==> config.mk <==
export PLATFORM = sky130hd
export DESIGN_NAME = bus_arbiter_rr
export DESIGN_NICKNAME = d
export VERILOG_FILES = /design/src/rtl/bus_arbiter_rr.sv
export SDC_FILE = /design/constraint.sdc
export NUM_CORES = 1
export LEC_CHECK = 0
export ABC_AREA = 1
export CORE_MARGIN = 3
export CORE_UTILIZATION = 25
export CTS_BUF_LIST = sky130_fd_sc_hd__clkbuf_2 sky130_fd_sc_hd__clkbuf_4 sky130_fd_sc_hd__clkbuf_8
export CTS_CLUSTER_DIAMETER = 80
export CTS_CLUSTER_SIZE = 10
export DETAILED_ROUTE_END_ITERATION = 10
export MAX_ROUTING_LAYER = met4
export SLEW_MARGIN = 10
export SYNTH_ARGS = -nofsm -noshare
export SYNTH_HDL_FRONTEND = slang
export SYNTH_SLANG_ARGS = --single-unit
==> constraint.sdc <==
create_clock -name clk -period 1.7 [get_ports clk]
set_input_delay 0.34 -clock clk [delete_from_list [all_inputs] [get_ports clk]]
set_output_delay 0.34 -clock clk [all_outputs]
set_load 0.05 [all_outputs]
==> src/rtl/bus_arbiter_rr.sv <==
// Four-master round-robin arbiter for a shared tristate line: one-hot grant,
// decoder select, bus enable, turnaround gaps between owners and a hold timeout.
`timescale 1ns/1ps

module bus_arbiter_rr #(
    parameter int unsigned TURNAROUND = 1,
    parameter int unsigned MAX_HOLD   = 8
) (
    input  logic       clk,
    input  logic       rst,
    input  logic [3:0] req,
    output logic [3:0] gnt,
    output logic [1:0] sel,
    output logic       bus_en,
    output logic       preempt
);

    localparam int unsigned NUM_MASTERS = 4;
    localparam int unsigned IDX_W       = 2;
    localparam int unsigned HOLD_W      = 8;
    localparam int unsigned TCNT_W      = 4;

    localparam logic [HOLD_W-1:0] HOLD_LIMIT   = HOLD_W'(MAX_HOLD);
    localparam logic [HOLD_W-1:0] HOLD_SAT     = '1;
    localparam logic [TCNT_W-1:0] TCNT_INIT    = TCNT_W'(TURNAROUND - 1);
    localparam bit                HOLD_BOUNDED = (MAX_HOLD != 0);

    typedef enum logic [1:0] {
        S_IDLE,
        S_GRANT,
        S_TURN
    } state_t;

    state_t              state;
    logic [IDX_W-1:0]    ptr;
    logic [HOLD_W-1:0]   hold;
    logic [TCNT_W-1:0]   tcnt;

    logic                win_valid;
    logic [IDX_W-1:0]    win_idx;
    logic                owner_req;
    logic                hold_expired;
    logic                release_now;

    function automatic logic [NUM_MASTERS-1:0] onehot(input logic [IDX_W-1:0] idx);
        onehot = NUM_MASTERS'(1) << idx;
    endfunction

    // Rotating-priority scan; descending loop lets the closest requester to ptr win.
    always_comb begin
        win_valid = 1'b0;
        win_idx   = ptr;
        for (int k = NUM_MASTERS - 1; k >= 0; k--) begin
            if (req[ptr + IDX_W'(k)]) begin
                win_valid = 1'b1;
                win_idx   = ptr + IDX_W'(k);
            end
        end
    end

    assign owner_req    = req[sel];
    assign hold_expired = HOLD_BOUNDED && (hold == HOLD_LIMIT);
    assign release_now  = !owner_req || hold_expired;

    always_ff @(posedge clk or posedge rst) begin
        if (rst) begin
            state   <= S_IDLE;
            ptr     <= '0;
            hold    <= '0;
            tcnt    <= '0;
            gnt     <= '0;
            sel     <= '0;
            bus_en  <= 1'b0;
            preempt <= 1'b0;
        end else begin
            preempt <= 1'b0;
            case (state)
                S_IDLE: begin
                    if (win_valid) begin
                        gnt    <= onehot(win_idx);
                        sel    <= win_idx;
                        bus_en <= 1'b1;
                        hold   <= HOLD_W'(1);
                        state  <= S_GRANT;
                    end
                end
                S_GRANT: begin
                    if (release_now) begin
                        // A still-requesting owner can only be leaving on timeout.
                        gnt     <= '0;
                        bus_en  <= 1'b0;
                        ptr     <= sel + IDX_W'(1);
                        tcnt    <= TCNT_INIT;
                        preempt <= owner_req;
                        state   <= S_TURN;
                    end else if (hold != HOLD_SAT) begin
                        hold <= hold + HOLD_W'(1);
                    end
                end
                S_TURN: begin
                    if (tcnt != '0) begin
                        tcnt <= tcnt - TCNT_W'(1);
                    end else if (win_valid) begin
                        gnt    <= onehot(win_idx);
                        sel    <= win_idx;
                        bus_en <= 1'b1;
                        hold   <= HOLD_W'(1);
                        state  <= S_GRANT;
                    end else begin
                        state <= S_IDLE;
                    end
                end
                default: state <= S_IDLE;
            endcase
        end
    end

    // Single-driver guarantees on the shared line.
    a_gnt_onehot: assert property (@(posedge clk) disable iff (rst) $onehot0(gnt));
    a_gnt_sel:    assert property (@(posedge clk) disable iff (rst)
                                   (gnt != '0) |-> (gnt == onehot(sel)));
    a_bus_en:     assert property (@(posedge clk) disable iff (rst) bus_en == (|gnt));
    a_turn_idle:  assert property (@(posedge clk) disable iff (rst)
                                   (state == S_TURN) |-> (gnt == '0));

endmodule
==> impl_results.rst, run 1 <==
.. list-table::
   :header-rows: 1

   * - Metric
     - Value
   * - Multiplexer area fraction after synthesis
     - 0
   * - Placeable core region
     - 5680 um^2
   * - Data arrival time of the critical path
     - 1.80 ns
   * - Utilization of the core after routing
     - 0.360
   * - H-Tree Depth
     - 1
   * - CP Class
     - reg -> reg
   * - Met2 wire length
     - 1500 um
   * - Data required time at the worst endpoint
     - 1.86 ns
   * - Total power per unit cell area
     - 1970 nW/um^2
   * - Final number of max-transition violations
     - 0
   * - Routed wire per std cell
     - 10.2 um
   * - Hold_ws
     - 0.407 ns
   * - Setup tns final
     - 0 ns
   * - Combinational group share of total power
     - 0.649
   * - Outcome
     - finished, final reports clean
   * - Share of total power in sequential cells
     - 0.227
   * - Highest achievable clock rate
     - 0.610 GHz
   * - Int Power
     - 2.19 mW
   * - Antenna viol nets, final
     - 0
   * - Most common library cell in the layout ignoring fill and taps
     - nand2_1
   * - Synthesized netlist cell count
     - 202
   * - Overall die height
     - 83.9 um
   * - GRT Util Overall
     - 0.0965
   * - Synth Area in Simple Gates
     - 0.361
   * - Top-level I/O count
     - 14
   * - Number of search-and-repair iterations in the first detailed-routing pass
     - 4
   * - Clock insertion delay at the later pin of the skew report
     - 0.27 ns
   * - Worst Tran Pin Value
     - 0.310 ns
   * - Endpoint type of the worst setup path
     - register
   * - Fraction of the mapped netlist area in compound gates
     - 0.0701
   * - Final hold viol count
     - 0
   * - Clock slew at reported path FFs
     - 0.09 ns
   * - Sequential fraction of the synthesis area
     - 0.396
   * - GPL Wtd Cong
     - 0.849
   * - Residual DRC count
     - 0
   * - Post-synthesis sequential element count
     - 24
   * - Net switching fraction of the power
     - 0.458
   * - Row Count
     - 27
   * - Worst-case clock buffer depth
     - 2
   * - Synthesized area divided by synthesized cell count
     - 7.51 um^2
   * - Antenna violations before repair
     - 0
   * - Part of the cycle the worst path needs
     - 0.965
   * - Number of global-route vias before repair
     - 1347
   * - Overall die width
     - 83.9 um
   * - Worst Setup Slack post-DPL
     - -0.186 ns
   * - Final instance area
     - 2050 um^2
   * - Nets in the synthesized netlist
     - 212
   * - Number of buffers added by the clock tree synthesis step
     - 3
   * - Max_cap viols
     - 0
   * - Share of the synthesized netlist area taken by xor and xnor gates
     - 0.0462
   * - Ratio of cells with drive above 1 in the final layout
     - 0.328
   * - Routed vias
     - 1351
   * - Clock network fraction of design power
     - 0.125
   * - Post-synthesis cell area
     - 1520 um^2
   * - Highest Signal Layer
     - met4
   * - Critical Path Source Type
     - register
   * - Maximum fanout count along the critical path
     - 3
   * - Post-placement cell area
     - 1880 um^2
   * - Met3 routed WL
     - 43 um
   * - Clk sinks
     - 24
   * - Clock tree from TritonCTS
     - yes
   * - Post-Synth Adder-Cell Area
     - 0.0330
   * - Leakage component of the power
     - 1.04 nW
   * - Switching power
     - 1.85 mW
   * - Post-DP HPWL
     - 2440 um
   * - VDD IR max
     - 0.00103 V
   * - Commonest cells after routing, fill and taps aside
     - nand2_1 (52), buf_4 (32), inv_1 (23), dfrtp_1 (23), nand3_1 (18)
   * - First DRT Iteration DRCs
     - 74
   * - Setup repair after global routing missed its margin
     - yes
   * - Routed length on met1
     - 1660 um
   * - Pin count of the biggest net entering global routing
     - 25
   * - Max transition margin
     - 0.794
   * - Routed wire length
     - 3220 um
   * - Clock skew
     - 0.00240 ns
   * - Root buf cell
     - clkbuf_8
   * - Number of nets in the final layout
     - 255
   * - Starting Density
     - 0.267
   * - Unique masters post-synth
     - 28
   * - Overflow after GRT
     - 0
   * - Vias per std cell
     - 4.28
   * - Combinational family with the most area after synthesis
     - simple AND/OR/NAND/NOR gates
   * - Final min period
     - 1.64 ns
   * - Number of diodes added for antenna fixing
     - 0
   * - Count of input and output buffers
     - 13
   * - Kind of path behind the tightest hold check
     - in -> async
   * - Yosys warning count
     - 0
   * - # hold bufs at CTS
     - 0
   * - PnR worst setup slack
     - 0.0600 ns
   * - Synthesis-to-layout area growth
     - 34.8%
   * - Number of endpoints failing setup at the final stage
     - 0
   * - Overall die area
     - 7040 um^2
   * - First-pass GRT wire length
     - 5710 um
-- synthesized netlist by cell type --
cell | instances | area [um^2]
nor2_2 | 2 | 12.5
xnor2_1 | 4 | 35.0
inv_1 | 26 | 97.6
nand3b_1 | 2 | 15.0
a31oi_1 | 2 | 12.5
inv_2 | 3 | 11.3
ha_1 | 4 | 50.1
nand2_1 | 56 | 210
o21ai_0 | 6 | 30.0
nor4_1 | 1 | 6.26
nand2_4 | 2 | 22.5
a41oi_1 | 1 | 8.76
nand3_2 | 1 | 10.0
o21a_1 | 1 | 7.51
nand2_2 | 12 | 75.1
o21bai_1 | 1 | 7.51
o21ai_2 | 4 | 35.0
nor3_1 | 3 | 15.0
nand3_1 | 20 | 100
nand4_1 | 4 | 25.0
inv_4 | 1 | 6.26
xor2_1 | 4 | 35.0
buf_2 | 1 | 5.00
nor3b_1 | 1 | 7.51
buf_6 | 2 | 22.5
nor2_1 | 13 | 48.8
a21oi_1 | 1 | 5.00
dfrtp_1 | 24 | 601
-- worst max-delay path: stages, from the launching register on --
cell and delay (ns):
dfrtp_1 0.42, ha_1 0.24, nand3_1 0.13, nor3_2 0.06, a31oi_1 0.19, nand3_2 0.13, buf_4 0.15, buf_4 0.11
nand2_1 0.06, nand2_2 0.05
-- state kept, by name, summed over array words and instances (netlist names) --
name and count:
sel 2, ptr 2, gnt 4, preempt 1, hold 8, bus_en 1, state 2, tcnt 4
-- per-layer routing --
metal,GRT usage,up-vias
met3,0.0118,2
met2,0.153,12
met5,-,-
li1,-,722
met1,0.131,615
met4,0.0219,0
-- kinds of logic (layout without fill, tap and decap cells) --
group,Yosys count,after routing
AND/OR/NAND/NOR,117,117
buffers and inverters,33,75
flip-flops,24,24
AO/OA/AOI/OAI,16,16
XOR/XNOR,8,8
adder cells (fa/ha/maj),4,4
-- metrics by stage --
stage | power, mW | instances
after detailed placement | 3.36 | 306
after floorplan | 2.54 | 202
after global placement | 3.35 | 306
after global routing | 4.41 | 316
final | 4.03 | 316
after CTS | 3.89 | 310
-- path summary, 6_finish.rpt --
kind / slack [ns] / cells past startpoint / startpoint / end
min: 0.41 / 3 / rst / hold[3]
max in group asynchronous: 1.03 / 3 / rst / ptr[0]
max: 0.06 / 9 / hold[0] / hold[0]
min in group clk: 0.52 / 2 / gnt[2] / gnt[2]
max reg2reg: 0.06 / 9 / hold[0] / hold[0]
min reg2reg: 0.52 / 2 / gnt[2] / gnt[2]
-- layout make-up --
type / count / area [um^2]
Inverter: 30 / 115
Clock inverter: 1 / 30.0
Fill cell: 629 / 3630
Timing Repair Buffer: 41 / 353
Clock buffer: 3 / 41.3
Sequential cell: 24 / 602
Tap cell: 72 / 90.1
Multi-Input combinational cell: 145 / 815
-- timing repair --
| action | CTS | global route |
|---|---|---|
| endpoints found under the setup margin | 5 | 17 |
| gates resized for setup | 1 | 19 |
| endpoints found under the hold margin | 0 | 0 |
| pin swaps | 0 | 2 |
| setup buffers | 0 | 6 |
-- power groups by stage --
stage	registers [mW]	logic [mW]	clock network (mW)
3_3_place_gp	0.917	2.43	0
5_1_grt	0.942	2.92	0.547
4_1_cts	0.908	2.46	0.521
6_report	0.915	2.62	0.502
3_5_place_dp	0.919	2.45	0
2_1_floorplan	1.09	1.46	0
(Power assumes the default switching activity.)
==> inputs of run 2 (changes only) <==
--- a/config.mk
+++ b/config.mk
@@ -6,6 +6,7 @@
 export NUM_CORES = 1
 export LEC_CHECK = 0
 export ABC_AREA = 1
+export CORE_ASPECT_RATIO = 1.4
 export CORE_MARGIN = 3
 export CORE_UTILIZATION = 25
 export CTS_BUF_LIST = sky130_fd_sc_hd__clkbuf_2 sky130_fd_sc_hd__clkbuf_4 sky130_fd_sc_hd__clkbuf_8
==> impl_results.rst, run 2 (synthesis results as in run 1) <==
.. list-table::
   :header-rows: 1

   * - Metric
     - Value
   * - Number of fillers in the final layout
     - 596 (-5.2%)
   * - Overall die height
     - 98.2 um (+17%)
   * - Hold_ws
     - 0.406 ns (-0.00179 ns)
   * - Leakage component of the power
     - 1.10 nW (+5.3%)
   * - Routed wire length
     - 3540 um (+9.8%)
   * - Number of search-and-repair iterations in the first detailed-routing pass
     - 4 (unchanged)
   * - Most common library cell in the layout ignoring fill and taps
     - nand2_1
   * - Setup repair after global routing missed its margin
     - yes
   * - Clock slew at reported path FFs
     - 0.09 ns (about the same)
   * - Post-placement cell area
     - 1960 um^2 (+4.4%)
   * - Commonest cells after routing, fill and taps aside
     - nand2_1 (45), buf_4 (41), inv_1 (23)
   * - VDD IR max
     - 0.000485 V (-53%)
   * - First DRT Iteration DRCs
     - 33 (-55%)
   * - Kind of path behind the tightest hold check
     - in -> async
   * - Sequence of cells on the critical path
     - inv_2 > ha_4 > nand2_2 > nor2_2 > nand4_1 > nand2_1 > nand2_2 > nand3_4 > nand2_8 > buf_12 > o21ai_2
   * - Antenna violations before repair
     - 0 (unchanged)
   * - Utilization of the core after routing
     - 0.381 (+0.0203)
   * - Overflow after GRT
     - 0 (unchanged)
   * - Overall die area
     - 7050 um^2 (+0.19%)
   * - Final hold viol count
     - 0 (unchanged)
   * - Clock insertion delay at the later pin of the skew report
     - 0.27 ns (about the same)
   * - Ratio of cells with drive above 1 in the final layout
     - 0.386 (+0.0580)
   * - PnR worst setup slack
     - 0.0239 ns (-0.0361 ns)
   * - Starting Density
     - 0.267 (-0.000471)
   * - Clk sinks
     - 24 (unchanged)
   * - Root buf cell
     - clkbuf_8
   * - Top-level I/O count
     - 14 (unchanged)
   * - Max_cap viols
     - 0 (unchanged)
   * - Data required time at the worst endpoint
     - 1.90 ns (+0.04 ns)
   * - Number of endpoints failing setup at the final stage
     - 0 (unchanged)
   * - Largest registers in the final layout
     - hold x8, gnt x4, tcnt x4
   * - Part of the cycle the worst path needs
     - 0.986 (+0.0212)
   * - Max transition margin
     - 0.790 (-0.00339)
   * - Residual DRC count
     - 0 (unchanged)
   * - Row Count
     - 32 (+19%)
   * - Number of nets in the final layout
     - 265 (+3.9%)
   * - Largest register FFs
     - 8 (unchanged)
   * - H-Tree Depth
     - 1 (unchanged)
   * - Highest-delay cell along the critical path
     - dfrtp_1
   * - Final min period
     - 1.68 ns (+0.0361 ns)
   * - Post-DP HPWL
     - 2670 um (+9.5%)
   * - Clock skew
     - 0.00287 ns (+0.000464 ns)
   * - Number of diodes added for antenna fixing
     - 0 (unchanged)
   * - Synthesis-to-layout area growth
     - 42.6%
   * - Post-layout instance count excluding filler cells
     - 322 (+1.9%)
   * - Family with the most delay on the worst path
     - simple AND/OR/NAND/NOR gates
   * - Most frequent CP cell
     - nand2_2
   * - Antenna viol nets, final
     - 0 (unchanged)
   * - Routed vias
     - 1404 (+3.9%)
   * - Total power per unit cell area
     - 2010 nW/um^2 (+1.9%)
   * - Cells after DPL
     - 312 (+2.0%)
   * - First-pass GRT wire length
     - 5990 um (+5.0%)
   * - Setup tns final
     - 0 ns (unchanged)
   * - Final instance area
     - 2160 um^2 (+5.8%)
   * - Number of buffers added by the clock tree synthesis step
     - 3 (unchanged)
   * - Total design power
     - 4.35 mW (+7.8%)
   * - Clock tree from TritonCTS
     - yes
   * - Highest cell delay on the worst timing path
     - 0.42 ns (about the same)
   * - Routed wire per std cell
     - 11.0 um (+7.8%)
   * - GRT Util Overall
     - 0.107 (+0.0103)
   * - Count of input and output buffers
     - 13 (unchanged)
   * - Number of global-route vias before repair
     - 1376 (+2.2%)
   * - Worst Setup Slack post-DPL
     - -0.247 ns (-0.0609 ns)
   * - Highest achievable clock rate
     - 0.597 GHz (-2.2%)
   * - Worst Tran Pin Value
     - 0.315 ns (+0.00508 ns)
   * - Number of buffer and inverter stages on the critical path
     - 2 (unchanged)
   * - Outcome
     - finished, final reports clean
   * - Final number of max-transition violations
     - 0 (unchanged)
   * - Vias per std cell
     - 4.36 (+2.0%)
   * - Maximum fanout count along the critical path
     - 6 (+3)
   * - Overall die width
     - 71.9 um (-14%)
   * - Pin count of the biggest net entering global routing
     - 25 (unchanged)
   * - Register with the most flip-flops
     - hold
   * - Endpoint type of the worst setup path
     - register
   * - Worst-case clock buffer depth
     - 2 (unchanged)
   * - Critical Path Source Type
     - register
   * - Data arrival time of the critical path
     - 1.88 ns (+0.08 ns)
   * - Placeable core region
     - 5690 um^2 (+0.18%)
   * - CP Class
     - reg -> reg
   * - GPL Wtd Cong
     - 0.862 (+1.6%)
   * - # hold bufs at CTS
     - 0 (unchanged)
-- run 2: changes by cell type in the layout (fill, tap and decap cells not counted), sizes merged --
cell    before  now
buf         36   46
bufinv       1    0
clkbuf       3    4
-- run 2: worst paths after layout --
check | start | end | slack, ns | cells after the start
max in group asynchronous | rst | ptr[0] | 1.03 | 3
setup reg to reg | hold[1] | hold[4] | 0.02 | 11
setup / recovery | hold[1] | hold[4] | 0.02 | 11
hold reg to reg | gnt[1] | gnt[1] | 0.52 | 2
hold / removal | rst | gnt[1] | 0.41 | 3
min in group clk | gnt[1] | gnt[1] | 0.52 | 2
-- run 2: metal layers --
metal	global-route usage	routed length [um]
met5	-	0
met4	0.0304	48
met3	0.0175	85
met2	0.186	1920
met1	0.125	1480
-- run 2: repair_timing --
action,in CTS,in global routing
setup buffers,0,6
pin swaps,0,10
setup endpoints to repair,7,17
endpoints found under the hold margin,0,0
gates resized for setup,2,32
-- run 2: area by class of cell --
class / count / area [um^2] / share of cell area
Clock buffer: 4 / 55.1 / 0.0254
Inverter: 30 / 115 / 0.0532
Multi-Input combinational cell: 145 / 872 / 0.403
Sequential cell: 24 / 603 / 0.279
Tap cell: 68 / 85.1 / 0.0393
Timing Repair Buffer: 51 / 434 / 0.201
-- run 2: where the power goes --
| group | leakage (nW) | switching [mW] | total, mW | internal, mW |
|---|---|---|---|---|
| logic | 0.757 | 1.66 | 3.03 | 1.38 |
| clock network | 0.0288 | 0.188 | 0.395 | 0.207 |
| registers | 0.310 | 0.171 | 0.921 | 0.750 |
| total | 1.10 | 2.01 | 4.35 | 2.33 |
-- run 2: worst reg2reg max path: cells and delay by family (launching register included) --
kind            cells  cell delay (ns)
simple gates        7             0.68
flops               1             0.42
buf+inv             2             0.24
fa+ha+maj           1             0.13
compound gates      1             0.13
==> inputs of run 3 (changes only) <==
--- a/config.mk
+++ b/config.mk
@@ -14,6 +14,7 @@
 export CTS_CLUSTER_SIZE = 10
 export DETAILED_ROUTE_END_ITERATION = 10
 export MAX_ROUTING_LAYER = met4
+export RECOVER_POWER = 100
 export SLEW_MARGIN = 10
 export SYNTH_ARGS = -nofsm -noshare
 export SYNTH_HDL_FRONTEND = slang
==> constraint.sdc (replaced) <==
create_clock -name clk -period 1.7 [get_ports clk]
set_input_delay 0.255 -clock clk [delete_from_list [all_inputs] [get_ports clk]]
set_output_delay 0.255 -clock clk [all_outputs]
set_load 0.05 [all_outputs]
==> impl_results.rst, run 3 (synthesis results as in run 1) <==
.. list-table::
   :header-rows: 1

   * - Metric
     - Value
   * - Outcome
     - finished, final reports clean
   * - Post-DP HPWL
     - 2710 um (+1.6%)
   * - Worst-case clock buffer depth
     - 2 (unchanged)
   * - Count of input and output buffers
     - 13 (unchanged)
   * - Data arrival time of the critical path
     - 1.83 ns (-0.05 ns)
   * - Post-placement cell area
     - 1940 um^2 (-1.4%)
   * - Net switching fraction of the power
     - 0.481 (+0.0174)
   * - Leakage component of the power
     - 1.06 nW (-3.4%)
   * - Final number of max-transition violations
     - 0 (unchanged)
   * - Final hold viol count
     - 0 (unchanged)
   * - Int Power
     - 2.18 mW (-6.4%)
   * - Clock slew at reported path FFs
     - 0.09 ns (about the same)
   * - Number of endpoints failing setup at the final stage
     - 0 (unchanged)
   * - Antenna violations before repair
     - 0 (unchanged)
   * - Switching power
     - 2.02 mW (+0.34%)
   * - PnR worst setup slack
     - 0.0420 ns (+0.0181 ns)
   * - Residual DRC count
     - 0 (unchanged)
   * - Cells after DPL
     - 310 (-0.64%)
   * - Highest achievable clock rate
     - 0.603 GHz (+1.1%)
   * - Overall die height
     - 98.2 um (unchanged)
   * - Overflow after GRT
     - 0 (unchanged)
   * - First-pass GRT wire length
     - 6200 um (+3.6%)
   * - Routed wire length
     - 3640 um (+2.8%)
   * - Combinational group share of total power
     - 0.687 (-0.010)
   * - Register with the most flip-flops
     - hold
   * - Total power per unit cell area
     - 2000 nW/um^2 (-0.42%)
   * - H-Tree Depth
     - 1 (unchanged)
   * - Max_cap viols
     - 0 (unchanged)
   * - Worst Setup Slack post-DPL
     - -0.147 ns (+0.0997 ns)
   * - Part of the cycle the worst path needs
     - 0.975 (-0.0106)
   * - Kind of path behind the tightest hold check
     - reg -> reg
   * - Clock skew
     - 0.00268 ns (-0.000191 ns)
   * - Commonest cells after routing, fill and taps aside
     - nand2_1 (42), buf_4 (27), inv_1 (24)
   * - Placeable core region
     - 5690 um^2 (unchanged)
   * - Antenna viol nets, final
     - 0 (unchanged)
   * - First DRT Iteration DRCs
     - 40 (+21%)
   * - Setup tns final
     - 0 ns (unchanged)
   * - Final instance area
     - 2100 um^2 (-2.9%)
   * - Number of diodes added for antenna fixing
     - 0 (unchanged)
   * - Overall die area
     - 7050 um^2 (unchanged)
   * - Largest registers in the final layout
     - hold x8, gnt x4, tcnt x4
   * - Endpoint type of the worst setup path
     - register
   * - Clock network fraction of design power
     - 0.096 (+0.005)
   * - Post-layout instance count excluding filler cells
     - 318 (-1.2%)
   * - GRT Util Overall
     - 0.111 (+0.00426)
   * - Synthesis-to-layout area growth
     - 38.5%
   * - Clock tree from TritonCTS
     - yes
   * - Pin count of the biggest net entering global routing
     - 25 (unchanged)
   * - GPL Wtd Cong
     - 0.828 (-4.0%)
   * - Starting Density
     - 0.267 (unchanged)
   * - Number of buffers added by the clock tree synthesis step
     - 3 (unchanged)
   * - Most common library cell in the layout ignoring fill and taps
     - nand2_1
   * - Overall die width
     - 71.9 um (unchanged)
   * - Top-level I/O count
     - 14 (unchanged)
   * - Share of total power in sequential cells
     - 0.216 (+0.004)
   * - Hold_ws
     - 0.511 ns (+0.105 ns)
   * - Final min period
     - 1.66 ns (-0.0181 ns)
   * - Largest register FFs
     - 8 (unchanged)
   * - Vias per std cell
     - 4.54 (+4.2%)
   * - Clock insertion delay at the later pin of the skew report
     - 0.27 ns (about the same)
   * - VDD IR max
     - 0.000576 V (+19%)
   * - Worst Tran Pin Value
     - 0.627 ns (+0.312 ns)
   * - Root buf cell
     - clkbuf_8
   * - Setup repair after global routing missed its margin
     - yes
   * - Maximum fanout count along the critical path
     - 6 (unchanged)
   * - Data required time at the worst endpoint
     - 1.87 ns (-0.03 ns)
   * - Max transition margin
     - 0.582 (-0.208)
   * - Number of search-and-repair iterations in the first detailed-routing pass
     - 4 (unchanged)
   * - Routed vias
     - 1445 (+2.9%)
   * - Routed wire per std cell
     - 11.4 um (+4.1%)
   * - Clk sinks
     - 24 (unchanged)
   * - Critical Path Source Type
     - register
   * - CP Class
     - reg -> reg
   * - Row Count
     - 32 (unchanged)
   * - Number of fillers in the final layout
     - 611 (+2.5%)
   * - Ratio of cells with drive above 1 in the final layout
     - 0.348 (-0.0378)
   * - Number of global-route vias before repair
     - 1427 (+3.7%)
   * - Number of nets in the final layout
     - 261 (-1.5%)
-- run 3: final timing paths --
path	start	to	slack (ns)	depth (start not counted)
hold reg to reg	gnt[1]	gnt[1]	0.51	2
setup / recovery	ptr[0]	hold[2]	0.04	12
min in group asynchronous	rst	hold[4]	0.57	3
max in group asynchronous	rst	ptr[0]	0.69	3
setup reg to reg	ptr[0]	hold[2]	0.04	12
hold / removal	gnt[1]	gnt[1]	0.51	2
-- run 3: critical path, stage by stage (launching register included) --
cell     delay [ns]
dfrtp_2        0.46
buf_6          0.15
nand2_1        0.07
nand2_2        0.08
nand2_2        0.06
nand2_2        0.06
nor2_2         0.13
nand2_2        0.09
nand2_4        0.14
nand2_8        0.09
buf_12         0.14
nand2_4        0.05
o21ai_2        0.04
-- run 3: power groups by stage --
stage	sequential, mW	clock [mW]	combinational [mW]
detailed placement	0.927	0	2.61
global route	0.942	0.437	3.20
global placement	0.926	0	2.59
CTS	0.919	0.417	2.62
finish	0.910	0.405	2.89
floorplan	1.09	0	1.46
-- run 3: area by class of cell --
type	instances	area, um^2	share of cell area
flip-flops and latches	24	603	0.287
clock buffers	4	55.1	0.0262
multi-input cells	145	872	0.415
well taps	68	85.1	0.0405
inverters	30	118	0.0560
repair buffers	47	369	0.176
-- run 3: per-layer routing --
| metal | global-route usage | part of all wire | up-vias |
|---|---|---|---|
| met2 | 0.191 | 0.55 | 15 |
| met1 | 0.125 | 0.41 | 686 |
| met5 | - | 0 | - |
| li1 | - | - | 739 |
| met4 | 0.0463 | 0.015 | 0 |
| met3 | 0.0175 | 0.021 | 5 |
-- run 3: per-stage QoR --
| step | total power, mW | utilization |
|---|---|---|
| after floorplan | 2.54 | - |
| after global placement | 3.51 | 0.340 |
| after detailed placement | 3.53 | 0.340 |
| after CTS | 3.95 | 0.351 |
| after global routing | 4.58 | 0.370 |
| final | 4.20 | 0.370 |
-- run 3: what timing repair did --
action | CTS | global route
buffers inserted | 0 | 4
hold buffers | 0 | 0
resized for setup | 2 | 35
pin swaps | 0 | 11
setup endpoints to repair | 9 | 13
